<file path="src/rtl/stage_mem_lsu_pkg.sv">
// ---------------------------------------------------------------------------
// stage_mem_lsu_pkg
// Shared constants and types for the memory-stage load/store unit. This
// package holds:
//   - the bus widths,
//   - the EX-stage ALU operation codes for loads and stores,
//   - the LSU FSM state encoding,
//   - the access-size encoding,
//   - a decode helper that turns an ALU operation into load/store attributes,
//   - a misalignment helper.
// ---------------------------------------------------------------------------
package stage_mem_lsu_pkg;

    localparam int ALUOP_W   = 8;
    localparam int REG_W     = 32;
    localparam int ADDR_W    = 32;
    localparam int REGADDR_W = 5;
    localparam int DBUS_BE_W = 4;

    // Load/store operation codes as produced by the EX stage
    localparam logic [ALUOP_W-1:0] EXE_LB_OP  = 8'b1110_0000;
    localparam logic [ALUOP_W-1:0] EXE_LH_OP  = 8'b1110_0001;
    localparam logic [ALUOP_W-1:0] EXE_LW_OP  = 8'b1110_0011;
    localparam logic [ALUOP_W-1:0] EXE_LBU_OP = 8'b1110_0100;
    localparam logic [ALUOP_W-1:0] EXE_LHU_OP = 8'b1110_0101;
    localparam logic [ALUOP_W-1:0] EXE_SB_OP  = 8'b1110_1000;
    localparam logic [ALUOP_W-1:0] EXE_SH_OP  = 8'b1110_1001;
    localparam logic [ALUOP_W-1:0] EXE_SW_OP  = 8'b1110_1011;

    typedef enum logic [1:0] {
        LSU_IDLE   = 2'd0,
        LSU_ACCESS = 2'd1,
        LSU_DONE   = 2'd2,
        LSU_DRAIN  = 2'd3
    } lsu_state_e;

    typedef enum logic [1:0] {
        SIZE_BYTE = 2'd0,
        SIZE_HALF = 2'd1,
        SIZE_WORD = 2'd2
    } lsu_size_e;

    typedef struct packed {
        logic      isLoad;
        logic      isStore;
        lsu_size_e size;
        logic      isSigned;
    } lsu_op_t;

    // Any operation code that is not listed here is treated as a
    // non-memory instruction: isLoad and isStore both stay 0.
    function automatic lsu_op_t decodeOp(input logic [ALUOP_W-1:0] op);
        lsu_op_t d;
        d.isLoad   = 1'b0;
        d.isStore  = 1'b0;
        d.size     = SIZE_WORD;
        d.isSigned = 1'b0;
        case (op)
            EXE_LB_OP:  begin d.isLoad  = 1'b1; d.size = SIZE_BYTE; d.isSigned = 1'b1; end
            EXE_LBU_OP: begin d.isLoad  = 1'b1; d.size = SIZE_BYTE; end
            EXE_LH_OP:  begin d.isLoad  = 1'b1; d.size = SIZE_HALF; d.isSigned = 1'b1; end
            EXE_LHU_OP: begin d.isLoad  = 1'b1; d.size = SIZE_HALF; end
            EXE_LW_OP:  begin d.isLoad  = 1'b1; d.size = SIZE_WORD; end
            EXE_SB_OP:  begin d.isStore = 1'b1; d.size = SIZE_BYTE; end
            EXE_SH_OP:  begin d.isStore = 1'b1; d.size = SIZE_HALF; end
            EXE_SW_OP:  begin d.isStore = 1'b1; d.size = SIZE_WORD; end
            default:    ;
        endcase
        return d;
    endfunction

    // Alignment rules:
    //   - Halfword accesses must be 2-byte aligned.
    //   - Word accesses must be 4-byte aligned.
    //   - Byte accesses can never be misaligned.
    function automatic logic isMisaligned(input lsu_size_e size, input logic [1:0] addrLow);
        logic mis;
        mis = 1'b0;
        case (size)
            SIZE_HALF: mis = addrLow[0];
            SIZE_WORD: mis = |addrLow;
            default:   mis = 1'b0;
        endcase
        return mis;
    endfunction

endpackage

</file>
<file path="src/rtl/stage_mem_lsu_align.sv">
// ---------------------------------------------------------------------------
// stage_mem_lsu_align
// Combinational lane logic for the load/store unit. The store side and the
// load side share the same size and address decode.
//   size_i      : access size (lsu_size_e encoding)
//   isSigned_i  : 1 = sign-extend loaded byte/halfword
//   addrLow_i   : low two bits of the effective address
//   storeData_i : register value to be stored
//   loadWord_i  : raw 32-bit word returned by the data bus
//   be_o        : little-endian byte enables
//   wdata_o     : store data replicated into every lane
//   loadData_o  : selected lane, extended to 32 bits
// ---------------------------------------------------------------------------
module stage_mem_lsu_align
    import stage_mem_lsu_pkg::*;
(
    input  logic [1:0]           size_i,
    input  logic                 isSigned_i,
    input  logic [1:0]           addrLow_i,
    input  logic [REG_W-1:0]     storeData_i,
    input  logic [REG_W-1:0]     loadWord_i,
    output logic [DBUS_BE_W-1:0] be_o,
    output logic [REG_W-1:0]     wdata_o,
    output logic [REG_W-1:0]     loadData_o
);

    // Store data is replicated into every lane, so the memory only has to
    // honour the byte enables. The load path picks the lane that the address
    // points at. For halfwords, address bit 0 is ignored: misaligned accesses
    // never reach this point.
    always_comb begin
        logic [7:0]  byteLane;
        logic [15:0] halfLane;
        lsu_size_e   sz;

        sz         = lsu_size_e'(size_i);
        byteLane   = loadWord_i[{addrLow_i, 3'b000} +: 8];
        halfLane   = loadWord_i[{addrLow_i[1], 4'b0000} +: 16];
        be_o       = 4'b1111;
        wdata_o    = storeData_i;
        loadData_o = loadWord_i;

        case (sz)
            SIZE_BYTE: begin
                be_o       = 4'b0001 << addrLow_i;
                wdata_o    = {4{storeData_i[7:0]}};
                loadData_o = isSigned_i ? {{24{byteLane[7]}}, byteLane}
                                        : {24'h000000, byteLane};
            end
            SIZE_HALF: begin
                be_o       = 4'b0011 << {addrLow_i[1], 1'b0};
                wdata_o    = {2{storeData_i[15:0]}};
                loadData_o = isSigned_i ? {{16{halfLane[15]}}, halfLane}
                                        : {16'h0000, halfLane};
            end
            default: begin
                be_o       = 4'b1111;
                wdata_o    = storeData_i;
                loadData_o = loadWord_i;
            end
        endcase
    end

endmodule

</file>
<file path="src/rtl/stage_mem_lsu.sv">
// ---------------------------------------------------------------------------
// stage_mem_lsu
// Memory-stage load/store unit. It executes EX-stage load/store operations
// against a req/ack data bus and holds the pipeline until each access
// completes. Non-memory instructions pass straight through to WB.
//   clk, rst            : clock and asynchronous active-high reset
//   flush               : abandon the instruction currently in MEM
//   aluop, mem_addr,
//   rt_data             : operation, effective address and store data
//   reg_waddr_i, we_i,
//   reg_wdata_i         : writeback request coming from EX
//   reg_waddr_o, we_o,
//   reg_wdata_o         : writeback request going to WB
//   stallreq            : hold request to pipeline control
//   dbus_*              : registered data-bus request, with ack and read data
//                         coming back
//   misalign_o          : the current operation is misaligned (combinational)
//   bus_err_o           : one-cycle pulse when an access times out
// ---------------------------------------------------------------------------
module stage_mem_lsu
    import stage_mem_lsu_pkg::*;
#(
    parameter int TIMEOUT_CYCLES = 255
) (
    input  logic                 clk,
    input  logic                 rst,
    input  logic                 flush,
    input  logic [ALUOP_W-1:0]   aluop,
    input  logic [ADDR_W-1:0]    mem_addr,
    input  logic [REG_W-1:0]     rt_data,
    input  logic [REGADDR_W-1:0] reg_waddr_i,
    input  logic                 we_i,
    input  logic [REG_W-1:0]     reg_wdata_i,
    output logic [REGADDR_W-1:0] reg_waddr_o,
    output logic                 we_o,
    output logic [REG_W-1:0]     reg_wdata_o,
    output logic                 stallreq,
    output logic                 dbus_req,
    output logic                 dbus_we,
    output logic [ADDR_W-1:0]    dbus_addr,
    output logic [DBUS_BE_W-1:0] dbus_be,
    output logic [REG_W-1:0]     dbus_wdata,
    input  logic                 dbus_ack,
    input  logic [REG_W-1:0]     dbus_rdata,
    output logic                 misalign_o,
    output logic                 bus_err_o
);

    localparam int TIMER_W = (TIMEOUT_CYCLES > 1) ? $clog2(TIMEOUT_CYCLES) : 1;
    localparam logic [TIMER_W-1:0] TIMER_LAST = TIMER_W'(TIMEOUT_CYCLES - 1);

    lsu_state_e           state_q;
    logic                 dbusReq_q;
    logic                 dbusWe_q;
    logic [ADDR_W-1:0]    dbusAddr_q;
    logic [DBUS_BE_W-1:0] dbusBe_q;
    logic [REG_W-1:0]     dbusWdata_q;
    logic [REG_W-1:0]     loadData_q;
    logic                 busErr_q;
    logic                 timedOut_q;
    logic [TIMER_W-1:0]   timer_q;

    lsu_op_t              op;
    logic                 memOp;
    logic                 misaligned;
    logic                 startAccess;
    logic [DBUS_BE_W-1:0] alignBe;
    logic [REG_W-1:0]     alignWdata;
    logic [REG_W-1:0]     alignLoad;

    assign op          = decodeOp(aluop);
    assign memOp       = op.isLoad | op.isStore;
    assign misaligned  = memOp & isMisaligned(op.size, mem_addr[1:0]);
    assign startAccess = memOp & ~misaligned & ~flush;

    stage_mem_lsu_align u_align (
        .size_i      (op.size),
        .isSigned_i  (op.isSigned),
        .addrLow_i   (mem_addr[1:0]),
        .storeData_i (rt_data),
        .loadWord_i  (dbus_rdata),
        .be_o        (alignBe),
        .wdata_o     (alignWdata),
        .loadData_o  (alignLoad)
    );

    // Access sequencer. Each state does the following:
    //   - IDLE:   launches an aligned access.
    //   - ACCESS: waits for the ack. A flush sends it to DRAIN instead,
    //             because the bus transaction must still complete.
    //   - DONE:   lasts one cycle and presents the result to WB.
    // Priority in ACCESS is ack > flush > timeout. A completed access is
    // never thrown away because of a flush or timeout in the same cycle.
    always_ff @(posedge clk or posedge rst) begin
        if (rst) begin
            state_q     <= LSU_IDLE;
            dbusReq_q   <= 1'b0;
            dbusWe_q    <= 1'b0;
            dbusAddr_q  <= '0;
            dbusBe_q    <= '0;
            dbusWdata_q <= '0;
            loadData_q  <= '0;
            busErr_q    <= 1'b0;
            timedOut_q  <= 1'b0;
            timer_q     <= '0;
        end else begin
            busErr_q <= 1'b0;
            case (state_q)
                LSU_IDLE: begin
                    if (startAccess) begin
                        dbusReq_q   <= 1'b1;
                        dbusWe_q    <= op.isStore;
                        dbusAddr_q  <= {mem_addr[ADDR_W-1:2], 2'b00};
                        dbusBe_q    <= alignBe;
                        dbusWdata_q <= alignWdata;
                        timer_q     <= '0;
                        timedOut_q  <= 1'b0;
                        state_q     <= LSU_ACCESS;
                    end
                end
                LSU_ACCESS: begin
                    if (dbus_ack) begin
                        loadData_q <= alignLoad;
                        dbusReq_q  <= 1'b0;
                        state_q    <= LSU_DONE;
                    end else if (flush) begin
                        state_q <= LSU_DRAIN;
                    end else if ((TIMEOUT_CYCLES != 0) && (timer_q == TIMER_LAST)) begin
                        dbusReq_q  <= 1'b0;
                        busErr_q   <= 1'b1;
                        timedOut_q <= 1'b1;
                        state_q    <= LSU_DONE;
                    end else begin
                        timer_q <= timer_q + 1'b1;
                    end
                end
                LSU_DONE: begin
                    timedOut_q <= 1'b0;
                    state_q    <= LSU_IDLE;
                end
                LSU_DRAIN: begin
                    if (dbus_ack) begin
                        dbusReq_q <= 1'b0;
                        state_q   <= LSU_IDLE;
                    end
                end
                default: state_q <= LSU_IDLE;
            endcase
        end
    end

    // Writeback and stall path.
    // Stall behaviour:
    //   - IDLE and DRAIN: stall only while an access is waiting to start.
    //   - ACCESS: always stall.
    //   - DONE: release the stall.
    // Writeback behaviour:
    //   - A memory op reports we_o only in DONE, and only for a load that
    //     neither timed out nor was flushed.
    //   - Non-memory ops pass the EX values through unchanged.
    // Reset forces every one of these outputs to 0.
    always_comb begin
        stallreq    = 1'b0;
        we_o        = we_i;
        reg_waddr_o = reg_waddr_i;
        reg_wdata_o = reg_wdata_i;

        case (state_q)
            LSU_IDLE:   stallreq = startAccess;
            LSU_ACCESS: stallreq = 1'b1;
            LSU_DRAIN:  stallreq = startAccess;
            default:    stallreq = 1'b0;
        endcase

        if (memOp) begin
            we_o = 1'b0;
            if ((state_q == LSU_DONE) && op.isLoad) begin
                we_o        = we_i & ~timedOut_q & ~flush;
                reg_wdata_o = loadData_q;
            end
        end

        if (rst) begin
            stallreq    = 1'b0;
            we_o        = 1'b0;
            reg_waddr_o = '0;
            reg_wdata_o = '0;
        end
    end

    assign misalign_o = misaligned & ~rst;
    assign dbus_req   = dbusReq_q;
    assign dbus_we    = dbusWe_q;
    assign dbus_addr  = dbusAddr_q;
    assign dbus_be    = dbusBe_q;
    assign dbus_wdata = dbusWdata_q;
    assign bus_err_o  = busErr_q;

endmodule
</file>
<file path="config.mk">
export PLATFORM = sky130hd
export DESIGN_NAME = stage_mem_lsu
export DESIGN_NICKNAME = d
export VERILOG_FILES = /design/src/rtl/stage_mem_lsu_pkg.sv /design/src/rtl/stage_mem_lsu_align.sv /design/src/rtl/stage_mem_lsu.sv
export SDC_FILE = /design/constraint.sdc
export NUM_CORES = 1
export LEC_CHECK = 0
export ABC_CLOCK_PERIOD_IN_PS = 5900
export CORE_MARGIN = 4
export CORE_UTILIZATION = 43
export DETAILED_ROUTE_END_ITERATION = 12
export GPL_TIMING_DRIVEN = 1
export PLACE_DENSITY = 0.86
export SLEW_MARGIN = 20
export SYNTH_ARGS = -nofsm -noshare
export SYNTH_HDL_FRONTEND = slang
export SYNTH_SLANG_ARGS = --single-unit
</file>
<file path="constraint.sdc">
create_clock -name clk -period 5.9 [get_ports clk]
set_input_delay 1.18 -clock clk [delete_from_list [all_inputs] [get_ports clk]]
set_output_delay 1.18 -clock clk [all_outputs]
set_load 0.005 [all_outputs]
</file>
Word-level counts from Yosys, hierarchy flattened
Index checks and enable logic that the tools add are counted.
Storage, ports and cells
  bits in registers: 112
  bits of input ports: 146
  output and inout port bits: 111
Operators by class
  add/sub/neg operators: 1
  equal/unequal tests: 23
  shifts and indexed selects: 4
  multiplexer cells: 45
  bitwise operators: 11
  reduce and logical (&&, ||, !) cells: 19
Operators with widths (number)
  2-to-1 mux 32 bit: 5
  one-hot mux 32 bit (2 select lines): 2
  == test 8 bit, second input constant: 9
  2-to-1 mux 8 bit: 4
  variable part select 32 x 6 -> 16 bit: 1
  variable part select 32 x 6 -> 8 bit: 1
  2-to-1 mux 1 bit: 20
  one-hot mux 8 bit (2 select lines): 1
  AND reduction 5 bit: 3
  != test 2 bit, second input constant: 6
  2-to-1 mux 2 bit: 5
  OR reduction 3 bit: 3
  adder 8 x 1 -> 8 bit, second input constant: 1
  one-hot mux 2 bit (4 select lines): 1
  one-hot mux 4 bit (2 select lines): 1
  AND 1 bit: 6
  == test 2 bit, second input constant: 3
  != test 3 bit, second input constant: 2
  one-hot mux 1 bit (3 select lines): 2
  nonzero test 3 bit: 2
  OR reduction 2 bit: 3
  2-to-1 mux 5 bit: 1
  OR reduction 5 bit: 1
  == test 2 x 1 -> 1 bit, second input constant: 2
  12 further kinds: 18

Depth between registers and ports, before layout
  depth in word-level cells: 11
  mapped depth: 8

Modules after synthesis
A second synthesis with hierarchy kept.
Unflattened totals
  cell total of the unflattened synthesis: 595
  area, all modules: 6338.6 um^2
By module, submodules not included
  stage_mem_lsu: instances 1, cells an instance 439, area an instance 5233.8 um^2
  stage_mem_lsu_align: instances 1, cells an instance 156, area an instance 1104.8 um^2

Worst setup path before layout
Ideal clock, no wire load.
  path kind: input -> output
  from: in rst
  to: out we_o
  arrival: 4100 ps
  data required time: 4720 ps
  setup slack: 620 ps
  stages on the path: 3
  path buffers: 1
  cell sequence: clkbuf_1 inv_1 o211a_1
Between the ends
  cells in the longest elaborated chain, start to end: 1
RTL lines
  start: declaration: RTL line stage_mem_lsu.sv:26  | input logic rst,
  2-to-1 mux 1 bit: RTL line stage_mem_lsu.sv:183  | if (rst) begin
  end: declaration: RTL line stage_mem_lsu.sv:35  | output logic we_o,
No other way between the ends.

Final worst setup path
  from: in aluop[0]
  to: out reg_wdata_o[22]
Between the ends
  cells in the longest elaborated chain, start to end: 7
RTL lines
  start: declaration: RTL line stage_mem_lsu.sv:28  | input logic [ALUOP_W-1:0] aluop,
  == test 8 bit: RTL line stage_mem_lsu_pkg.sv:58  | case (op)
  OR reduction 5 bit (no line)
  2-to-1 mux 1 bit: RTL line stage_mem_lsu_pkg.sv:58
  logical AND 1 bit: RTL line stage_mem_lsu.sv:177  | if ((state_q == LSU_DONE) && op.isLoad) begin
  2-to-1 mux 32 bit: RTL line stage_mem_lsu.sv:177
  2-to-1 mux 32 bit *: RTL line stage_mem_lsu.sv:175  | if (memOp) begin
  2-to-1 mux 32 bit *: RTL line stage_mem_lsu.sv:183
  end: declaration: RTL line stage_mem_lsu.sv:36  | output logic [REG_W-1:0] reg_wdata_o,
Every way passes the cells marked *; elsewhere a longest branch is shown, timed or not.

==> results_tabular.tex <==
\begin{tabular}{lr}
\hline
Metric & Value \\
\hline
\multicolumn{2}{l}{\textbf{Run status}} \\
Outcome & completed \\
\multicolumn{2}{l}{\textbf{STA}} \\
Final cycle utilization of the critical path & 80.4\% \\
Rel. slew slack & roughly 33\% \\
Unrepaired setup endpoints after global routing & false \\
Count of final hold-check violations & 0 \\
Measured slew at the worst slew-check pin & between 1000 and 1500 ps \\
Final setup violating endpoints & 0 \\
Number of slew-limit violations in the final report & 0 \\
Final setup TNS & 0 ps \\
Maximum operating frequency & roughly 210 MHz \\
Period minus WS final & between 4000 and 5000 ps \\
Post-Route Skew & between 6 and 7 ps \\
\multicolumn{2}{l}{\textbf{Routing}} \\
Vias/cell & 5.43 \\
Number of DRC violations after detailed-routing iteration 0 & between 300 and 400 \\
Uppermost signal routing layer after detailed routing & met4 \\
Average routed wire per standard cell & around 18 um \\
Length of the first detailed-routing pass in iterations & 5 \\
DRC violations left & 0 \\
Via total after detailed routing & 5792 \\
Met2 WL post-DR & between 9000 and 10000 um \\
Sum of met3 wire segment lengths after detailed routing & $\sim$1900 um \\
Antenna violation net count after detailed routing & 0 \\
Routed metal-1 wirelength & about 7500 um \\
Routed wire length & about 19000 um \\
\multicolumn{2}{l}{\textbf{Critical path}} \\
Path type of the worst setup path & in2out \\
R2R Path Start & state\_q[1]\$\_DFFE\_PP0P\_ \\
Cell type group with the largest total delay on the critical path & buffers and inverters \\
Nature of the critical path startpoint & input port \\
R2R cell count & 6 \\
Critical register-to-register path endpoint & loadData\_q[27]\$\_DFFE\_PP0P\_ \\
Count of buffering cells on the critical path with inverters included & 5 \\
Critical path data required time & 4720 ps \\
CP endpoint kind & primary output \\
Data arrival time of the worst path & around 3600 ps \\
Cell Chain, Critical Path & clkdlybuf4s50\_1, buf\_4, inv\_1, o21ai\_0, and3\_1, buf\_4, nand2\_1, a21oi\_1, clkdlybuf4s50\_1 \\
Max Fanout on Critical Path & 32 \\
Master of the slowest instance on the critical path & sky130\_fd\_sc\_hd\_\_clkdlybuf4s50\_1 \\
Worst-case register-to-register setup slack & about 3100 ps \\
Max stage delay on crit path & between 500 and 600 ps \\
Crit. path cell count & 9 \\
\multicolumn{2}{l}{\textbf{Floorplanning}} \\
Die Width & 126 um \\
Total Die Area & 0.0160 mm\^{}2 \\
Count of standard-cell rows & 42 \\
I/O pin cnt & between 200 and 300 \\
Initial cell density of the core & between 40 and 50\% \\
Placeable core region & around 0.014 mm\^{}2 \\
Vertical die dimension & between 100 and 150 um \\
\multicolumn{2}{l}{\textbf{Yosys}} \\
XOR/XNOR share of the synthesized area & 0\% \\
Number of cells produced by synthesis & $\sim$660 \\
Mux share of post-synthesis cell area & a little over an eighth \\
Most frequently used cell type in the post-synthesis netlist & sky130\_fd\_sc\_hd\_\_nand2\_1 \\
Unique cell type count in the Yosys netlist & just over 50 \\
Post-synthesis adder-cell area fraction & around 1.7\% \\
Largest cells by area after synthesis & sky130\_fd\_sc\_hd\_\_dfrtp\_1, sky130\_fd\_sc\_hd\_\_nand2\_1, sky130\_fd\_sc\_hd\_\_mux2\_2, sky130\_fd\_sc\_hd\_\_mux2i\_1, sky130\_fd\_sc\_hd\_\_nand3\_1 \\
Avg Synthesized Cell Area & 9.09 um\^{}2 \\
Combinational family with the most area after synthesis & simple AND/OR/NAND/NOR gates \\
Share of the synthesized area in compound gates (AO/OA/AOI/OAI) & 15.6\% \\
Simple logic cell fraction of the synthesized area & between 15 and 20\% \\
Yosys top cell area share & 46.5\% \\
Warnings from Yosys & 0 \\
Most common library cells after synthesis & sky130\_fd\_sc\_hd\_\_nand2\_1, sky130\_fd\_sc\_hd\_\_dfrtp\_1, sky130\_fd\_sc\_hd\_\_nand3\_1 \\
Async set-reset flop share out of synthesis & 100\% \\
Count of state elements after synthesis & $\sim$110 \\
Seq/Total Area, Yosys & a little under half \\
Number of flops mapped to enable cells by yosys & 0 \\
Library cell with the largest summed area after synthesis & sky130\_fd\_sc\_hd\_\_dfrtp\_1 \\
Netlist area before placement & roughly 0.006 mm\^{}2 \\
Top FF cell, synth & sky130\_fd\_sc\_hd\_\_dfrtp\_1 \\
\multicolumn{2}{l}{\textbf{Placement}} \\
Port Buffers & roughly 250 \\
Dpl hpwl & between 10000 and 15000 um \\
Post-Place Cells & roughly 1100 \\
Global placement routability congestion & $\sim$0.82 \\
\multicolumn{2}{l}{\textbf{Power}} \\
Peak supply drop & 160 uV \\
Cell leakage power & $\sim$4.0 nW \\
Power per unit of standard cell area & 270 mW/mm\^{}2 \\
\multicolumn{2}{l}{\textbf{Clock network}} \\
Clock tree from TritonCTS & done \\
Clock transition at the register clock pins on the worst setup and hold paths after CTS & approximately 70 ps \\
CTS sink count & 112 \\
Maximum count of clock buffers along a single path & 2 \\
Number of levels in the clock H-tree & 3 \\
Clock insertion delay at the later pin of the skew report & about 350 ps \\
Post-CTS Setup Bufs & 0 \\
Clock buffer count from CTS & 9 \\
Root cell of the clock tree & sky130\_fd\_sc\_hd\_\_clkbuf\_16 \\
Number of buffers added to fix hold violations after cts & 0 \\
Number of cells upsized or downsized after cts & 0 \\
\multicolumn{2}{l}{\textbf{Hold path}} \\
Worst min-delay path endpoint & dbus\_be[3]\$\_DFFE\_PP0P\_ \\
Hold Path Depth & 1 \\
Hold Path Origin & dbus\_be[3]\$\_DFFE\_PP0P\_ \\
Hold/Removal Path Class & reg2reg \\
\multicolumn{2}{l}{\textbf{Cells and area}} \\
Area delta synth->final & 48.5\% \\
Final net count & 1040 \\
Count of inserted antenna diode cells & 0 \\
Fraction of final layout cells with drive strength greater than 1 & 7.97\% \\
Non-filler instance count after layout & 1067 \\
\multicolumn{2}{l}{\textbf{GRT}} \\
Global route overflow & 0 \\
Total routing resource utilization after global routing & between 20\% and 30\% \\
Global-route wire length before repair & 30300 um \\
Vias in the first global route & 5769 \\
Maximum number of pins on one net before global-route repair & 97 \\
Antenna violations before repair & 0 \\
\multicolumn{2}{l}{\textbf{Run}} \\
Reported max-cap violation count & 0 \\
\hline
\end{tabular}
layer usage:
layer | global-route usage (%) | up-vias
met4 | 6.94 | 0
met1 | 28.5 | 2723
met2 | 39.3 | 264
li1 | - | 2780
met3 | 8.87 | 25
met5 | 0 | -
metrics by stage:
step / power, mW / hold slack (ps) / utilization [%] / setup WS (ps) / instance area (um^2)
2_1_floorplan: 1.45 / 450 / - / 620 / 6030
3_3_place_gp: 1.77 / 459 / 64.0 / 1210 / 8640
3_5_place_dp: 1.80 / 466 / 64.0 / 1170 / 8640
4_1_cts: 2.44 / 482 / 66.2 / 1170 / 8950
5_1_grt: 2.57 / 510 / 66.2 / 962 / 8950
6_report: 2.42 / 478 / 66.2 / 1160 / 8950
sequential cells by signal, indices dropped and copies added (netlist names):
name,flops
dbus_addr,30
loadData_q,32
dbus_req,1
dbus_be,4
timer_q,8
dbus_we,1
bus_err_o,1
dbus_wdata,32
timedOut_q,1
state_q,2
power breakdown:
group	switching, mW	total, mW	internal [mW]
clock	0.298	0.634	0.336
sequential	0.126	1.07	0.940
combinational	0.354	0.717	0.363
total	0.778	2.42	1.64
cells by family (layout without fill, tap and decap cells):
kind of cell,Yosys count,in the layout
flops,112,112
buf+inv,68,295
other cells,1,2
fa+ha+maj,8,8
mux,73,73
simple gates,249,249
compound gates,152,152
cell usage in the layout (no fill, tap or decap), types with 2 or more instances in the layout:
cell,Yosys,final
sky130_fd_sc_hd__a21oi_1,49,49
sky130_fd_sc_hd__a21o_1,2,2
sky130_fd_sc_hd__clkinv_2,0,2
sky130_fd_sc_hd__buf_4,3,9
sky130_fd_sc_hd__a22oi_1,6,6
sky130_fd_sc_hd__mux2i_1,34,34
sky130_fd_sc_hd__nor2b_1,8,7
sky130_fd_sc_hd__nor3_1,5,5
sky130_fd_sc_hd__o221ai_1,7,7
sky130_fd_sc_hd__a31oi_1,4,4
sky130_fd_sc_hd__inv_6,0,3
sky130_fd_sc_hd__nand3b_1,3,3
sky130_fd_sc_hd__o22ai_1,10,10
sky130_fd_sc_hd__nand3_1,51,51
sky130_fd_sc_hd__nand2b_1,2,2
sky130_fd_sc_hd__or4_1,3,3
sky130_fd_sc_hd__nand4b_1,2,2
sky130_fd_sc_hd__o22a_1,7,7
sky130_fd_sc_hd__and2_1,2,2
sky130_fd_sc_hd__clkdlybuf4s50_1,0,254
sky130_fd_sc_hd__dfrtp_1,112,112
sky130_fd_sc_hd__nor4_1,2,2
sky130_fd_sc_hd__nor2_1,29,28
sky130_fd_sc_hd__mux2_2,38,38
sky130_fd_sc_hd__o31ai_1,2,2
sky130_fd_sc_hd__and3_1,4,4
sky130_fd_sc_hd__o211ai_1,6,6
sky130_fd_sc_hd__ha_1,8,8
sky130_fd_sc_hd__inv_1,15,14
sky130_fd_sc_hd__nand2_1,133,132
sky130_fd_sc_hd__clkbuf_16,0,9
sky130_fd_sc_hd__o21ai_0,44,44
sky130_fd_sc_hd__o41ai_1,5,5
sky130_fd_sc_hd__conb_1,1,2
worst reg2reg max path: cells and delay by family (launching register included):
family | cells | cell delay, ps
adders and majority gates | 1 | 500
DFF | 1 | 420
buffers and inverters | 2 | 540
and+or+nand+nor | 3 | 1260
cell type report:
class	instances	area [um^2]
clock inverter	7	77.6
clock buffer	9	225
sequential	112	2800
fill	1075	4560
multi-input combinational	484	2950
timing repair buffer	263	2610
inverter	16	62.6
tap	176	220
how the worst max path moves through the flow:
stage                           end  startpoint  slack (ps)
finish              reg_wdata_o[22]    aluop[0]        1160
global route         reg_wdata_o[7]    aluop[0]         960
CTS                 reg_wdata_o[22]    aluop[0]        1170
detailed placement  reg_wdata_o[22]    aluop[0]        1170
global placement    reg_wdata_o[25]    aluop[0]        1210
floorplan                      we_o         rst         620
Note: power is estimated with default switching activity, not from simulation.
